$ cat config.mk
export PLATFORM = sky130hd
export DESIGN_NAME = mem_arbiter_flat
export DESIGN_NICKNAME = d
export VERILOG_FILES = /design/src/rtl/mem_arbiter_pkg.sv /design/src/rtl/mem_arbiter_if.sv /design/src/rtl/mem_arbiter.sv /design/src/flat_wrapper.sv
export SDC_FILE = /design/constraint.sdc
export NUM_CORES = 1
export LEC_CHECK = 0
export BUFFER_PORTS_ARGS = -buffer_cell sky130_fd_sc_hd__buf_2
export CAP_MARGIN = 40
export CELL_PAD_IN_SITES_DETAIL_PLACEMENT = 0
export CELL_PAD_IN_SITES_GLOBAL_PLACEMENT = 1
export CORE_UTILIZATION = 25
export CTS_BUF_LIST = sky130_fd_sc_hd__clkbuf_2 sky130_fd_sc_hd__clkbuf_4 sky130_fd_sc_hd__clkbuf_8
export DETAILED_ROUTE_END_ITERATION = 16
export PLACE_DENSITY_LB_ADDON = 0.1
export REMOVE_ABC_BUFFERS = 1
export SYNTH_ARGS = -nofsm -noshare
export SYNTH_HDL_FRONTEND = slang
export SYNTH_SLANG_ARGS = --single-unit
$ cat constraint.sdc
create_clock -name clk -period 2.9 [get_ports clk]
set_clock_uncertainty 0.2 [all_clocks]
set_input_delay 0.435 -clock clk [delete_from_list [all_inputs] [get_ports clk]]
set_output_delay 0.435 -clock clk [all_outputs]
set_load 0.01 [all_outputs]
$ cat src/rtl/mem_arbiter_pkg.sv
// Shared definitions for the unified-memory arbiter: datapath width, FSM
// state encoding and the data-burst counter helper.
package mem_arbiter_pkg;

  localparam int DP_WIDTH = 31;
  localparam int DCOUNT_W = 4;

  typedef enum logic [1:0] {
    ARB_IDLE  = 2'b00,
    ARB_DBUSY = 2'b01,
    ARB_IBUSY = 2'b10,
    ARB_DONE  = 2'b11
  } arb_state_e;

  function automatic logic [DCOUNT_W-1:0] sat_inc(input logic [DCOUNT_W-1:0] value,
                                                  input logic [DCOUNT_W-1:0] limit);
    return (value >= limit) ? limit : value + 4'd1;
  endfunction

endpackage

$ cat src/rtl/mem_arbiter_if.sv
// Fetch port, data port and memory command bus of the arbiter.
// The slave modport is the arbiter's view; master is the CPU/memory side.
interface mem_arbiter_if #(
  parameter int DP_WIDTH = mem_arbiter_pkg::DP_WIDTH
);
  import mem_arbiter_pkg::*;

  logic              IReq;
  logic [31:0]       IAddr;
  logic [DP_WIDTH:0] IData;
  logic              IReady;
  logic              IStall;

  logic              DRead;
  logic [3:0]        DWE;
  logic [31:0]       DAddr;
  logic [DP_WIDTH:0] DWData;
  logic [DP_WIDTH:0] DRData;
  logic              DReady;
  logic              DStall;

  logic [31:0]       MemAddr;
  logic [DP_WIDTH:0] MemWData;
  logic [3:0]        MemWE;
  logic              MemRE;
  logic              MemAck;
  logic [DP_WIDTH:0] MemRData;

  modport slave (
    input  IReq, IAddr, DRead, DWE, DAddr, DWData, MemAck, MemRData,
    output IData, IReady, IStall, DRData, DReady, DStall,
           MemAddr, MemWData, MemWE, MemRE
  );

  modport master (
    output IReq, IAddr, DRead, DWE, DAddr, DWData, MemAck, MemRData,
    input  IData, IReady, IStall, DRData, DReady, DStall,
           MemAddr, MemWData, MemWE, MemRE
  );

endinterface

$ cat src/rtl/mem_arbiter.sv
// Two-port arbiter sharing one memory between instruction fetch and data.
// Data has priority; a burst counter forces a fetch grant after MAX_DBURST data grants.
module mem_arbiter #(
  parameter int DP_WIDTH   = mem_arbiter_pkg::DP_WIDTH,
  parameter int MAX_DBURST = 4
) (
  input logic          clk,
  input logic          rst,
  mem_arbiter_if.slave bus
);
  import mem_arbiter_pkg::*;

  localparam logic [DCOUNT_W-1:0] DBURST_LIM = DCOUNT_W'(MAX_DBURST);

  arb_state_e          state_q, state_d;
  logic [DCOUNT_W-1:0] dcount_q, dcount_d;
  logic [31:0]         mem_addr_q, mem_addr_d;
  logic [DP_WIDTH:0]   mem_wdata_q, mem_wdata_d;
  logic [3:0]          mem_we_q, mem_we_d;
  logic                mem_re_q, mem_re_d;
  logic [DP_WIDTH:0]   idata_q, idata_d;
  logic [DP_WIDTH:0]   drdata_q, drdata_d;
  logic                iready_q, iready_d;
  logic                dready_q, dready_d;
  logic                ilive_q, ilive_d;
  logic                d_req;
  logic                starve;

  assign d_req  = bus.DRead | (bus.DWE != 4'b0000);
  assign starve = bus.IReq & (dcount_q == DBURST_LIM);

  always_comb begin
    state_d     = state_q;
    dcount_d    = dcount_q;
    mem_addr_d  = mem_addr_q;
    mem_wdata_d = mem_wdata_q;
    mem_we_d    = mem_we_q;
    mem_re_d    = mem_re_q;
    idata_d     = idata_q;
    drdata_d    = drdata_q;
    iready_d    = 1'b0;
    dready_d    = 1'b0;
    ilive_d     = ilive_q;

    case (state_q)
      ARB_IDLE: begin
        if (d_req && !starve) begin
          state_d     = ARB_DBUSY;
          mem_addr_d  = bus.DAddr;
          mem_wdata_d = bus.DWData;
          mem_we_d    = bus.DWE;
          mem_re_d    = (bus.DWE == 4'b0000);
          dcount_d    = bus.IReq ? sat_inc(dcount_q, DBURST_LIM) : '0;
        end else if (bus.IReq) begin
          state_d     = ARB_IBUSY;
          mem_addr_d  = bus.IAddr;
          mem_wdata_d = '0;
          mem_we_d    = 4'b0000;
          mem_re_d    = 1'b1;
          dcount_d    = '0;
          ilive_d     = 1'b1;
        end else begin
          dcount_d    = '0;
        end
      end

      ARB_DBUSY: begin
        if (bus.MemAck) begin
          if (mem_re_q) begin
            drdata_d = bus.MemRData;
          end
          dready_d    = 1'b1;
          mem_addr_d  = '0;
          mem_wdata_d = '0;
          mem_we_d    = 4'b0000;
          mem_re_d    = 1'b0;
          state_d     = ARB_DONE;
        end
      end

      ARB_IBUSY: begin
        // A fetch dropped at any point of the access is discarded on completion.
        ilive_d = ilive_q & bus.IReq;
        if (bus.MemAck) begin
          if (ilive_d) begin
            idata_d  = bus.MemRData;
            iready_d = 1'b1;
          end
          mem_addr_d  = '0;
          mem_wdata_d = '0;
          mem_we_d    = 4'b0000;
          mem_re_d    = 1'b0;
          state_d     = ARB_DONE;
        end
      end

      ARB_DONE: begin
        state_d = ARB_IDLE;
      end

      default: begin
        state_d = ARB_IDLE;
      end
    endcase
  end

  always_ff @(posedge clk or negedge rst) begin
    if (!rst) begin
      state_q     <= ARB_IDLE;
      dcount_q    <= '0;
      mem_addr_q  <= '0;
      mem_wdata_q <= '0;
      mem_we_q    <= 4'b0000;
      mem_re_q    <= 1'b0;
      idata_q     <= '0;
      drdata_q    <= '0;
      iready_q    <= 1'b0;
      dready_q    <= 1'b0;
      ilive_q     <= 1'b0;
    end else begin
      state_q     <= state_d;
      dcount_q    <= dcount_d;
      mem_addr_q  <= mem_addr_d;
      mem_wdata_q <= mem_wdata_d;
      mem_we_q    <= mem_we_d;
      mem_re_q    <= mem_re_d;
      idata_q     <= idata_d;
      drdata_q    <= drdata_d;
      iready_q    <= iready_d;
      dready_q    <= dready_d;
      ilive_q     <= ilive_d;
    end
  end

  assign bus.MemAddr  = mem_addr_q;
  assign bus.MemWData = mem_wdata_q;
  assign bus.MemWE    = mem_we_q;
  assign bus.MemRE    = mem_re_q;
  assign bus.IData    = idata_q;
  assign bus.DRData   = drdata_q;
  assign bus.IReady   = iready_q;
  assign bus.DReady   = dready_q;
  assign bus.IStall   = bus.IReq & ~iready_q;
  assign bus.DStall   = d_req & ~dready_q;

endmodule

$ cat src/flat_wrapper.sv
// flat-port wrapper written by rule: the top's interface ports become plain ports
module mem_arbiter_flat import mem_arbiter_pkg::*;
#(
  parameter int DP_WIDTH   = mem_arbiter_pkg::DP_WIDTH,
  parameter int MAX_DBURST = 4
)
  (clk, rst, bus_IReq, bus_IAddr, bus_DRead, bus_DWE, bus_DAddr, bus_DWData, bus_MemAck, bus_MemRData, bus_IData, bus_IReady, bus_IStall, bus_DRData, bus_DReady, bus_DStall, bus_MemAddr, bus_MemWData, bus_MemWE, bus_MemRE);
  mem_arbiter_if #(.DP_WIDTH(DP_WIDTH)) bus_i ();
  input logic clk;
  input logic rst;
  input wire logic [$bits(bus_i.IReq)-1:0] bus_IReq;
  input wire logic [$bits(bus_i.IAddr)-1:0] bus_IAddr;
  input wire logic [$bits(bus_i.DRead)-1:0] bus_DRead;
  input wire logic [$bits(bus_i.DWE)-1:0] bus_DWE;
  input wire logic [$bits(bus_i.DAddr)-1:0] bus_DAddr;
  input wire logic [$bits(bus_i.DWData)-1:0] bus_DWData;
  input wire logic [$bits(bus_i.MemAck)-1:0] bus_MemAck;
  input wire logic [$bits(bus_i.MemRData)-1:0] bus_MemRData;
  output wire logic [$bits(bus_i.IData)-1:0] bus_IData;
  output wire logic [$bits(bus_i.IReady)-1:0] bus_IReady;
  output wire logic [$bits(bus_i.IStall)-1:0] bus_IStall;
  output wire logic [$bits(bus_i.DRData)-1:0] bus_DRData;
  output wire logic [$bits(bus_i.DReady)-1:0] bus_DReady;
  output wire logic [$bits(bus_i.DStall)-1:0] bus_DStall;
  output wire logic [$bits(bus_i.MemAddr)-1:0] bus_MemAddr;
  output wire logic [$bits(bus_i.MemWData)-1:0] bus_MemWData;
  output wire logic [$bits(bus_i.MemWE)-1:0] bus_MemWE;
  output wire logic [$bits(bus_i.MemRE)-1:0] bus_MemRE;
  assign bus_i.IReq = bus_IReq;
  assign bus_i.IAddr = bus_IAddr;
  assign bus_i.DRead = bus_DRead;
  assign bus_i.DWE = bus_DWE;
  assign bus_i.DAddr = bus_DAddr;
  assign bus_i.DWData = bus_DWData;
  assign bus_i.MemAck = bus_MemAck;
  assign bus_i.MemRData = bus_MemRData;
  assign bus_IData = bus_i.IData;
  assign bus_IReady = bus_i.IReady;
  assign bus_IStall = bus_i.IStall;
  assign bus_DRData = bus_i.DRData;
  assign bus_DReady = bus_i.DReady;
  assign bus_DStall = bus_i.DStall;
  assign bus_MemAddr = bus_i.MemAddr;
  assign bus_MemWData = bus_i.MemWData;
  assign bus_MemWE = bus_i.MemWE;
  assign bus_MemRE = bus_i.MemRE;
  mem_arbiter #(.DP_WIDTH(DP_WIDTH), .MAX_DBURST(MAX_DBURST)) u_core (.clk(clk), .rst(rst), .bus(bus_i));
endmodule
# Word level (Yosys, flattened, before mapping)
# Cells that the tools add are included.
# Widths: inputs -> output; s select.
[totals]
reg_bits = 142
latchBits = 0
mem_bits_rw = 0
mem_bits_ro = 0
inputBits = 137
out_inout_bits = 137
word_cells = 70
mem_count = 0
[classes]
addsub = 1
n_mul = 0
div = 0
magnitude_cmp = 1
eq_ne = 8
shifts = 0
n_mux = 29
bitwise_logic = 7
n_reduce_logical = 13
[ops]
columns = ["cell", "count"]
rows = [
  ["$mux 32", 5],
  ["$pmux 32 s2", 2],
  ["$mux 4", 6],
  ["$reduce_and 3->1", 4],
  ["$mux 1", 9],
  ["$pmux 4 s2", 1],
  ["$mux 2", 3],
  ["$pmux 2 s3", 1],
  ["$add 4x1->4 const B", 1],
  ["$and 1x1->1", 4],
  ["$eq 2x2->1 const B", 2],
  ["$eq 4x3->1 const B", 1],
  ["$ge 4x3->1 const B", 1],
  ["$logic_not 4->1", 1],
  ["$ne 2x2->1 const B", 2],
  ["$pmux 1 s2", 2],
  ["$reduce_bool 2->1", 2],
  ["$reduce_bool 4->1", 1],
  ["$ne 3x2->1 const B", 1],
  ["$eq 2x1->1 const B", 1],
  ["$logic_not 2->1", 1],
  ["$ne 2x1->1 const B", 1],
  ["$not 1->1", 2],
  ["$reduce_and 2->1", 1],
  ["other kinds (4)", 4],
]

# Logic depth before layout (Yosys ltp)
# Gate-level depths: netlist of the first run.
[logic_depth]
depth_word = 6
mapped_depth = 8
depth_no_buf = 6

# Worst setup path before layout of the first run
# No wires, ideal clock.
[synth_timing]
path_type = "input port to flip-flop"
from = "input port bus_DWE[1]"
to = "register u_core.mem_re_q, in the netlist u_core.bus.MemRE"
setup_ps = 118
t_arrival_ps = 1852
t_required_ps = 2582
slack_ps = 730
path_stages = 6
n_path_buf = 2
cell_sequence = "or4_1 buf_2 o311ai_4 buf_2 a211oi_1 a21o_1"
[synth_between]
elab_chain_cells = 5
word_cells_on_any_way = 8
cone_classes = "eq/ne: 1; mux: 2; bitwise: 1; reduce/logical: 4"
[synth_lines]
columns = ["item", "line_no", "text"]
rows = [
  ["start, declared", "flat_wrapper.sv:14", "input wire logic [$bits(bus_i.DWE)-1:0] bus_DWE;"],
  ["$reduce_bool 4->1", "mem_arbiter.sv:29", "assign d_req = bus.DRead | (bus.DWE != 4'b0000);"],
  ["$or 1x1->1", "mem_arbiter.sv:29", ""],
  ["$logic_and 1x1->1", "mem_arbiter.sv:47", "if (d_req && !starve) begin"],
  ["$ne 3x2->1 (no source line) or $mux 1 (tied branches)", "--", ""],
  ["$reduce_and 3->1 (no source line) or $pmux 1 s2 (tied branches)", "--", ""],
  ["end signal, assigned", "mem_arbiter.sv:126", "mem_re_q <= mem_re_d;"],
  ["end, declared", "mem_arbiter.sv:20", "logic mem_re_q, mem_re_d;"],
]
# Parallel ways exist; a longest one is shown, timed or not.
# A chain may end at the register's enable or synchronous reset.

# Worst setup path in the final report of the first run
[layout_timing]
from = "register u_core.state_q[0]"
to = "register u_core.mem_we_q[1], in the netlist u_core.bus.MemWE[1]"
[layout_between]
elab_chain_cells = 4
word_cells_on_any_way = 9
cone_classes = "eq/ne: 4; mux: 1; reduce/logical: 4"
[layout_lines]
columns = ["item", "line_no", "text"]
rows = [
  ["start, declared", "mem_arbiter.sv:15", "arb_state_e state_q, state_d;"],
  ["start signal, assigned", "mem_arbiter.sv:121", "state_q <= state_d;"],
  ["$eq 2x1->1 or $eq 2x2->1 (tied branches)", "mem_arbiter.sv:45", "case (state_q)"],
  ["$reduce_or 2->1 (no source line)", "--", ""],
  ["$ne 2x1->1 (no source line) or $reduce_bool 2->1 (tied branches)", "--", ""],
  ["$reduce_and 3->1 (no source line)", "--", ""],
  ["end signal, assigned", "mem_arbiter.sv:125", "mem_we_q <= mem_we_d;"],
  ["end, declared", "mem_arbiter.sv:19", "logic [3:0] mem_we_q, mem_we_d;"],
]
# Parallel ways exist; a longest one is shown, timed or not.

==> flow_metrics.py, run 1 <==
metrics = {
    "drt": {
        "ant_nets": 0,
        "wl_um": 16500,
        "drc": 0,
        "first_pass_iters": 4,
        "drt-initial-drc-count": 179,
        "wire_per_inst_um": 14.9,
        "vias_per_cell": 4.29,
        "dr_total_vias": 4755,
    },
    "power": {
        "power_density_nw_per_um2": 990,
        "pwr-share-seq": 0.383,
        "power.leakage_nw": 4.45,
        "ir_drop_v": 0.000506,
        "power.internal_mw": 5.20,
        "p_clk_frac": 0.205,
        "switching_share": 0.376,
        "comb_power_share": 0.413,
        "p_switching_mw": 3.13,
    },
    "yosys": {
        "yosysSeqAreaShare": 0.622,
        "synth_top_flop_cell": "dfrtp_1",
        "synth_top_cell_by_area": "dfrtp_1",
        "syn_area_per_cell_um2": 11.7,
        "synthDistinctLibCells": 33,
        "yosysTopAreaCellShare": 0.622,
        "synth.cell_area_um2": 5710,
        "ys_top_cells_by_area": "dfrtp_1 62%, nand2_1 8.9%, mux2_2 6.3%",
        "synthCells": 487,
        "synth_async_sr_flop_share": 1.00,
        "yosys_warnings": 0,
        "ys_seq_elements": 142,
        "synth_edf_count": 0,
    },
    "clock_network": {
        "cts_buffers": 17,
        "clock-sinks": 142,
        "cts_root_buffer": "clkbuf_8",
        "clk-insertion-delay-late_ns": 0.42,
        "cts.clk_slew.worst_paths_ns": 0.08,
        "tritoncts": "built",
        "cts_resized": 0,
        "cts_max_level": 4,
        "postCtsHoldBufs": 55,
        "clk_path_buf_depth": 2,
        "cts_setup_buffers": 0,
    },
    "die": {
        "rows": 54,
        "coreArea_um2": 22100,
        "io_pins": 274,
        "die_x_um": 153,
        "dieArea_um2": 23500,
        "chipHeight_um": 153,
        "initial_core_util": 0.259,
    },
    "finish": {
        "diodes": 0,
        "most-common-layout-cells": "272 x buf_2, 142 x dfrtp_1, 135 x nand2_1",
        "drive_gt1_frac": 0.423,
        "layout_commonest_cell": "buf_2",
        "area_growth_pct": 47.1,
        "fin_nets": 960,
    },
    "global_routing": {
        "grt_max_degree": 68,
        "grt_pass1_wl_um": 26400,
        "grt_pass1_vias": 4987,
        "grt.overflow.total": 0,
        "antenna_found_initial": 0,
        "track_usage": 0.145,
    },
    "worst_setup_path": {
        "worstSetupEndpointType": "register",
        "cp_slowest_cell": "dfrtp_1",
        "worst-path-buf-inv": 2,
        "regToRegSetupSlack_ns": 0.54,
        "required_ns": 3.07,
        "crit_path_max_incr_delay_ns": 0.43,
        "crit_chain": "inv_1 > ha_1 > nand2b_1 > o311ai_4 > buf_12 > a22o_1",
        "crit_type": "reg -> reg",
        "critical_path.top_delay_family": "compound AO/OA/AOI/OAI gates",
        "arrival_ns": 2.52,
        "startpoint_type": "register",
        "crit_fanout": 67,
    },
    "status": {
        "status": "finished clean",
    },
    "timing": {
        "slew_violations": 0,
        "rsz0062_at_grt": "no",
        "max_freq_ghz": 0.424,
        "tns_ns": 0,
        "min_period_over_period": 0.813,
        "finalHoldViolations": 0,
        "fin_crit_ns": 2.36,
        "fin_ws_ns": 0.543,
        "slew_headroom": 0.645,
        "tightest_slew_ns": 0.532,
        "setup_viol": 0,
    },
    "flow_run": {
        "max_cap_viol_count": 0,
    },
    "placement": {
        "port_buffers": 273,
        "hpwl_um": 11600,
        "gp_congestion": 0.710,
        "place_ws_ns": 0.379,
    },
    "worst_hold_path": {
        "hp-class": "in -> reg",
    },
}
[metrics by stage]
stage	utilization	cells	power, mW	area (um2)	hold WS (ns)
6_report	0.381	1108	8.32	8410	0.0304
5_1_grt	0.381	1108	8.98	8410	0.00306
4_1_cts	0.381	1108	8.49	8410	0.0000918
3_5_place_dp	0.336	1022	6.69	7430	0.235
3_3_place_gp	0.336	1022	6.58	7430	0.226
2_1_floorplan	-	459	5.08	5570	-0.0606
[area by class of cell]
type	instances	area, um2
inverters	9	33.8
flip-flops and latches	142	3550
well taps	280	350
clock buffers	20	269
clock inverters	11	158
fillers	2229	13700
repair buffers	338	2050
multi-input cells	308	2000
[per-layer routing]
metal	global-route usage	vias to the layer above	share of wire
met5	0	-	0
met4	0.0447	0	0.017
met3	0.0405	16	0.053
met2	0.271	139	0.53
met1	0.156	2280	0.40
li1	-	2320	-
[synthesized netlist by cell type (all sizes together), types with 2 or more instances]
| library cell | n |
|---|---|
| nor2 | 5 |
| mux2i | 33 |
| o21ai | 37 |
| a22o | 36 |
| a21oi | 2 |
| mux2 | 32 |
| nor3 | 2 |
| a21o | 2 |
| ha | 7 |
| clkbuf | 12 |
| nand2b | 3 |
| buf | 16 |
| or4 | 2 |
| dfrtp | 142 |
| o21a | 2 |
| inv | 9 |
| nand2 | 135 |
[worst min-delay path, stage by stage]
cell	delay [ns]
buf_2	0.09
nand2_1	0.04
nand2_1	0.05
[cell families (layout without fill, tap and decap cells)]
family / count (synthesis) / in the layout / synth area share
fa+ha+maj: 7 / 7 / 0.0153
simple gates: 152 / 152 / 0.106
mux: 65 / 65 / 0.121
flops: 142 / 142 / 0.622
compound gates: 84 / 84 / 0.105
buf+inv: 37 / 378 / 0.0311
[flip-flops by register name, indices dropped and copies added, names as in the netlist, 2 cells and up]
register and flops:
u_core.bus.DRData 32, u_core.bus.MemWE 4, u_core.bus.MemAddr 32, u_core.bus.MemWData 32
u_core.bus.IData 32, u_core.state_q 2, u_core.dcount_q 4
[power by group through the flow]
| stage | combinational, mW | clock, mW | sequential, mW |
|---|---|---|---|
| 6_report | 3.44 | 1.70 | 3.18 |
| 5_1_grt | 3.80 | 1.87 | 3.30 |
| 4_1_cts | 3.53 | 1.78 | 3.19 |
| 3_5_place_dp | 3.48 | 0 | 3.21 |
| 3_3_place_gp | 3.37 | 0 | 3.21 |
| 2_1_floorplan | 1.52 | 0 | 3.57 |
[worst paths after layout]
check / cells after the start / endpoint / from
setup / recovery: 6 / u_core.bus.MemWE[1] / u_core.state_q[0]
hold / removal: 3 / u_core.bus.IData[1] / bus_MemRData[1]
setup reg to reg: 6 / u_core.bus.MemWE[1] / u_core.state_q[0]
hold reg to reg: 2 / u_core.bus.IData[28] / u_core.bus.IData[28]
max in group asynchronous: 3 / u_core.bus.IData[26] / rst
min in group asynchronous: 2 / u_core.bus.MemAddr[15] / rst
Note: power is estimated with default switching activity, not from simulation.
==> run 2, diff against run 1 <==
==> constraint.sdc (replaced) <==
create_clock -name clk -period 2.31 [get_ports clk]
set_clock_uncertainty 0.2 [all_clocks]
set_input_delay 0.3465 -clock clk [delete_from_list [all_inputs] [get_ports clk]]
set_output_delay 0.3465 -clock clk [all_outputs]
set_load 0.01 [all_outputs]
==> run 2 against run 1 <==
Effect of this change: wire length grew 3.3%; worst hold slack better by 0.0013 ns; critical path depth down 1; total power increased by 28%; cell count is 7.3% higher; non-clock buffer count up 81; combinational power grew 31%; sequential cell count unchanged; sequential share of layout area down 3.9 points; die area unchanged.
==> flow_metrics.py, run 2 (synthesis gave the netlist of run 1 again) <==
metrics = {
    "clock_network": {
        "cts_root_buffer": "clkbuf_8",
        "tritoncts": "built",
        "clock-sinks": 142,
        "clk_path_buf_depth": 2,
        "cts_setup_buffers": 0,
        "cts.clk_slew.worst_paths_ns": 0.08,
        "cts_resized": 0,
        "cts_buffers": 17,
        "cts_max_level": 4,
        "clk-insertion-delay-late_ns": 0.44,
        "postCtsHoldBufs": 131,
    },
    "die": {
        "initial_core_util": 0.259,
        "rows": 54,
        "chipHeight_um": 153,
        "dieArea_um2": 23500,
        "io_pins": 274,
        "coreArea_um2": 22100,
        "die_x_um": 153,
    },
    "placement": {
        "port_buffers": 273,
        "place_area_um2": 7530,
        "hpwl_um": 11700,
        "dp_cells": 1027,
        "gp_congestion": 0.747,
    },
    "finish": {
        "area_growth_pct": 62.0,
        "most-common-layout-cells": "272 x buf_2, 142 x dfrtp_1, 135 x nand2_1",
        "post-route-cell-area_um2": 9260,
        "diodes": 0,
        "stdcell_count": 1189,
        "final_util": 0.419,
        "layout_commonest_cell": "buf_2",
        "drive_gt1_frac": 0.391,
        "fill_cells": 2175,
        "fin_nets": 1041,
    },
    "drt": {
        "drt-initial-drc-count": 139,
        "dr_total_vias": 5073,
        "wl_um": 17000,
        "wire_per_inst_um": 14.3,
        "first_pass_iters": 4,
        "drc": 0,
        "vias_per_cell": 4.27,
        "ant_nets": 0,
    },
    "timing": {
        "slew_headroom": 0.579,
        "slew_violations": 0,
        "tightest_slew_ns": 0.631,
        "min_period_over_period": 0.934,
        "rsz0062_at_grt": "no",
        "fin_crit_ns": 2.16,
        "finalHoldViolations": 0,
        "max_freq_ghz": 0.463,
        "setup_viol": 0,
    },
    "worst_setup_path": {
        "arrival_ns": 1.61,
        "regToRegSetupSlack_ns": 0.23,
        "startpoint_type": "input port",
        "worstSetupEndpointType": "primary output",
        "crit_path_start": "bus_DWE[1]",
        "timing.rr.start": "u_core.state_q[0]",
        "crit_type": "in -> out",
        "required_ns": 1.76,
        "crit_fanout": 5,
    },
    "worst_hold_path": {
        "hp-class": "in -> reg",
        "min-delay-start": "bus_IAddr[10]",
    },
    "global_routing": {
        "grt_max_degree": 54,
        "grt_pass1_vias": 5300,
        "grt_pass1_wl_um": 27600,
        "grt.overflow.total": 0,
        "antenna_found_initial": 0,
        "track_usage": 0.149,
    },
    "power": {
        "ir_drop_v": 0.000531,
        "power_density_nw_per_um2": 1150,
        "power.leakage_nw": 4.80,
    },
    "status": {
        "status": "finished clean",
    },
    "flow_run": {
        "max_cap_viol_count": 0,
    },
}
run 2: cell types whose count changed in the layout (fill, tap and decap cells not counted), sizes merged:
cell	change
dlygate4sd3	+76
buf	+5
inv	+4
clkbuf	-3
clkinv	-3
clkinvlp	+2
run 2: worst max-delay path, stage by stage:
cell,delay [ns]
buf_2,0.10
or4_1,0.69
nor2_1,0.24
nor2_1,0.08
buf_2,0.15
run 2: final timing paths:
kind / end / cells after the start
min in group asynchronous: u_core.bus.MemAddr[19] / 2
worst max register to register: u_core.bus.MemWData[13] / 6
max in group asynchronous: u_core.bus.IData[23] / 3
worst max-delay path: bus_DStall / 5
worst min-delay path: u_core.bus.MemAddr[10] / 3
worst min register to register: u_core.bus.IData[19] / 2
run 2: cell type report:
| type | count | area [um2] | area share |
|---|---|---|---|
| flip-flops and latches | 142 | 3550 | 0.384 |
| repair buffers | 419 | 2900 | 0.314 |
| inverters | 9 | 33.8 | 0.00365 |
| multi-input cells | 308 | 2000 | 0.216 |
| well taps | 280 | 350 | 0.0379 |
| clock inverters | 14 | 184 | 0.0199 |
| clock buffers | 17 | 234 | 0.0253 |
run 2: stage by stage:
| step | power [mW] | worst slack [ns] | TNS (ns) | hold slack, ns |
|---|---|---|---|---|
| floorplan | 6.32 | -1.72 | -100.39 | -0.149 |
| global placement | 8.38 | -0.0167 | -0.0431 | 0.0824 |
| detailed placement | 8.47 | -0.0658 | -0.612 | 0.0802 |
| CTS | 10.8 | 0.123 | 0 | 0.000266 |
| global route | 11.4 | 0.0908 | 0 | 0.0377 |
| finish | 10.6 | 0.152 | 0 | 0.0317 |
run 2: power by group:
group	internal [mW]	switching [mW]
Combinational	2.05	2.45
Sequential	3.50	0.504
Clock	1.09	1.04
Total	6.64	3.99
run 2: layer usage:
metal | up-vias | part of all wire | GRT usage
li1 | 2483 | - | -
met1 | 2435 | 0.42 | 0.171
met2 | 138 | 0.52 | 0.271
met3 | 17 | 0.045 | 0.0363
met4 | 0 | 0.016 | 0.0467
met5 | - | 0 | 0
==> run 3, diff against run 2 <==
--- a/config.mk
+++ b/config.mk
@@ -9,6 +9,7 @@
 export CAP_MARGIN = 40
 export CELL_PAD_IN_SITES_DETAIL_PLACEMENT = 0
 export CELL_PAD_IN_SITES_GLOBAL_PLACEMENT = 1
+export CORE_MARGIN = 4
 export CORE_UTILIZATION = 25
 export CTS_BUF_LIST = sky130_fd_sc_hd__clkbuf_2 sky130_fd_sc_hd__clkbuf_4 sky130_fd_sc_hd__clkbuf_8
 export DETAILED_ROUTE_END_ITERATION = 16
==> constraint.sdc (replaced) <==
create_clock -name clk -period 2.31 [get_ports clk]
set_clock_uncertainty 0.2 [all_clocks]
set_input_delay 0.231 -clock clk [delete_from_list [all_inputs] [get_ports clk]]
set_output_delay 0.231 -clock clk [all_outputs]
set_load 0.01 [all_outputs]
==> run 3 against run 2 <==
Effect of this change: global-route usage fell by 0.88 points; non-clock buffer count rose by 8; largest power group unchanged; largest cell class unchanged; total power fell by 1.0%; count of clock-buffer cells in the layout did not move; clock power fell by 5%.
==> flow_metrics.py, run 3 (synthesis gave the netlist of run 1 again) <==
metrics = {
    "clock_network": {
        "clk-insertion-delay-late_ns": 0.42,
        "cts_buffers": 17,
        "tritoncts": "built",
        "clock-sinks": 142,
        "cts_root_buffer": "clkbuf_8",
        "cts_max_level": 4,
        "cts.clk_slew.worst_paths_ns": 0.09,
        "cts_setup_buffers": 0,
        "clk_path_buf_depth": 2,
    },
    "worst_setup_path": {
        "cp_slowest_cell": "dfrtp_1",
        "crit_fanout": 52,
        "crit_path_max_incr_delay_ns": 0.42,
        "crit_type": "reg -> reg",
        "worst-path-buf-inv": 2,
        "crit_chain": "inv_1 > ha_1 > nand2b_1 > o311ai_4 > buf_12 > a22o_1",
        "worstSetupEndpointType": "register",
        "arrival_ns": 2.18,
        "regToRegSetupSlack_ns": 0.25,
        "startpoint_type": "register",
        "critical_path.top_delay_family": "flip-flops",
        "required_ns": 2.43,
    },
    "drt": {
        "dr_total_vias": 5150,
        "ant_nets": 0,
        "wl_um": 17600,
        "drc": 0,
        "first_pass_iters": 4,
        "drt-initial-drc-count": 236,
        "wire_per_inst_um": 14.6,
        "vias_per_cell": 4.28,
    },
    "power": {
        "switching_share": 0.387,
        "power.leakage_nw": 4.83,
        "comb_power_share": 0.428,
        "pwr-share-seq": 0.380,
        "power.internal_mw": 6.45,
        "p_clk_frac": 0.192,
        "ir_drop_v": 0.000478,
        "power_density_nw_per_um2": 1130,
        "p_switching_mw": 4.07,
    },
    "worst_hold_path": {
        "hp-class": "in -> async",
    },
    "timing": {
        "tightest_slew_ns": 0.514,
        "slew_headroom": 0.657,
        "tns_ns": 0,
        "finalHoldViolations": 0,
        "min_period_over_period": 0.893,
        "slew_violations": 0,
        "fin_ws_ns": 0.248,
        "fin_crit_ns": 2.06,
        "setup_viol": 0,
        "max_freq_ghz": 0.485,
        "rsz0062_at_grt": "no",
    },
    "placement": {
        "port_buffers": 273,
        "hpwl_um": 12300,
        "place_ws_ns": 0.0467,
        "gp_congestion": 0.711,
        "place_area_um2": 7540,
        "dp_cells": 1036,
    },
    "die": {
        "coreArea_um2": 22600,
        "chipHeight_um": 159,
        "dieArea_um2": 25300,
        "die_x_um": 159,
        "rows": 55,
        "initial_core_util": 0.253,
        "io_pins": 274,
    },
    "status": {
        "status": "finished clean",
    },
    "finish": {
        "multi_input_area_um2": 2000,
        "stdcell_count": 1203,
        "area_growth_pct": 62.7,
        "seqCellArea_um2": 3550,
        "most-common-layout-cells": "272 x buf_2, 142 x dfrtp_1, 135 x nand2_1, 135 x dlygate4sd3_1, 36 x a22o_1",
        "layout_commonest_cell": "buf_2",
        "fill_cells": 2212,
        "post-route-cell-area_um2": 9300,
        "drive_gt1_frac": 0.392,
        "diodes": 0,
        "fin_nets": 1049,
    },
    "global_routing": {
        "grt.overflow.total": 0,
        "grt_max_degree": 53,
        "antenna_found_initial": 0,
        "grt_pass1_wl_um": 28900,
        "grt_pass1_vias": 5537,
        "track_usage": 0.140,
    },
    "flow_run": {
        "max_cap_viol_count": 0,
    },
}
run 3: cell types whose count changed in the layout (fill, tap and decap cells not counted), sizes merged:
cell / previous run / this run
buf: 288 / 292
bufinv: 3 / 1
clkinv: 1 / 3
clkinvlp: 4 / 2
dlygate4sd3: 131 / 135
inv: 15 / 18
run 3: stage by stage:
stage | total power [mW] | util | hold slack, ns
floorplan | 6.32 | - | -0.265
global placement | 8.39 | 0.334 | 0.0117
detailed placement | 8.47 | 0.334 | 0.0194
CTS | 10.7 | 0.412 | 0.0931
global route | 11.4 | 0.412 | 0.129
finish | 10.5 | 0.412 | 0.105
run 3: final timing paths:
kind,startpoint,endpoint,cells past startpoint
min in group clk,bus_DRead,u_core.state_q[1],4
worst max-delay path,u_core.state_q[0],u_core.bus.MemWE[2],6
worst max register to register,u_core.state_q[0],u_core.bus.MemWE[2],6
worst min register to register,u_core.bus.IData[7],u_core.bus.IData[7],2
worst min-delay path,rst,u_core.bus.MemAddr[10],2
max in group asynchronous,rst,u_core.bus.MemWData[28],3
run 3: routing by layer:
layer / wire length [um] / vias to the layer above / global-route usage
li1: - / 2497 / -
met1: 6820 / 2474 / 0.154
met2: 9370 / 158 / 0.259
met3: 1100 / 21 / 0.0463
met4: 327 / 0 / 0.0394
met5: 0 / - / 0
run 3: what timing repair did:
item	in CTS	in global routing
endpoints found under the setup margin	0	0
hold buffers	135	0
gates resized for setup	0	0
hold endpoints to repair	257	0
run 3: power by group through the flow:
| stage | combinational [mW] | sequential (mW) | clock (mW) |
|---|---|---|---|
| after floorplan | 1.85 | 4.47 | 0 |
| after global placement | 4.36 | 4.03 | 0 |
| after detailed placement | 4.44 | 4.03 | 0 |
| after CTS | 4.60 | 4.00 | 2.12 |
| after global routing | 5.02 | 4.14 | 2.24 |
| final | 4.51 | 3.99 | 2.02 |
run 3: final cells by class:
| type | count | area share |
|---|---|---|
| Tap cell | 285 | 0.0384 |
| Inverter | 9 | 0.00363 |
| Multi-Input combinational cell | 308 | 0.215 |
| Timing Repair Buffer | 427 | 0.318 |
| Clock buffer | 17 | 0.0252 |
| Clock inverter | 15 | 0.0180 |
| Sequential cell | 142 | 0.382 |
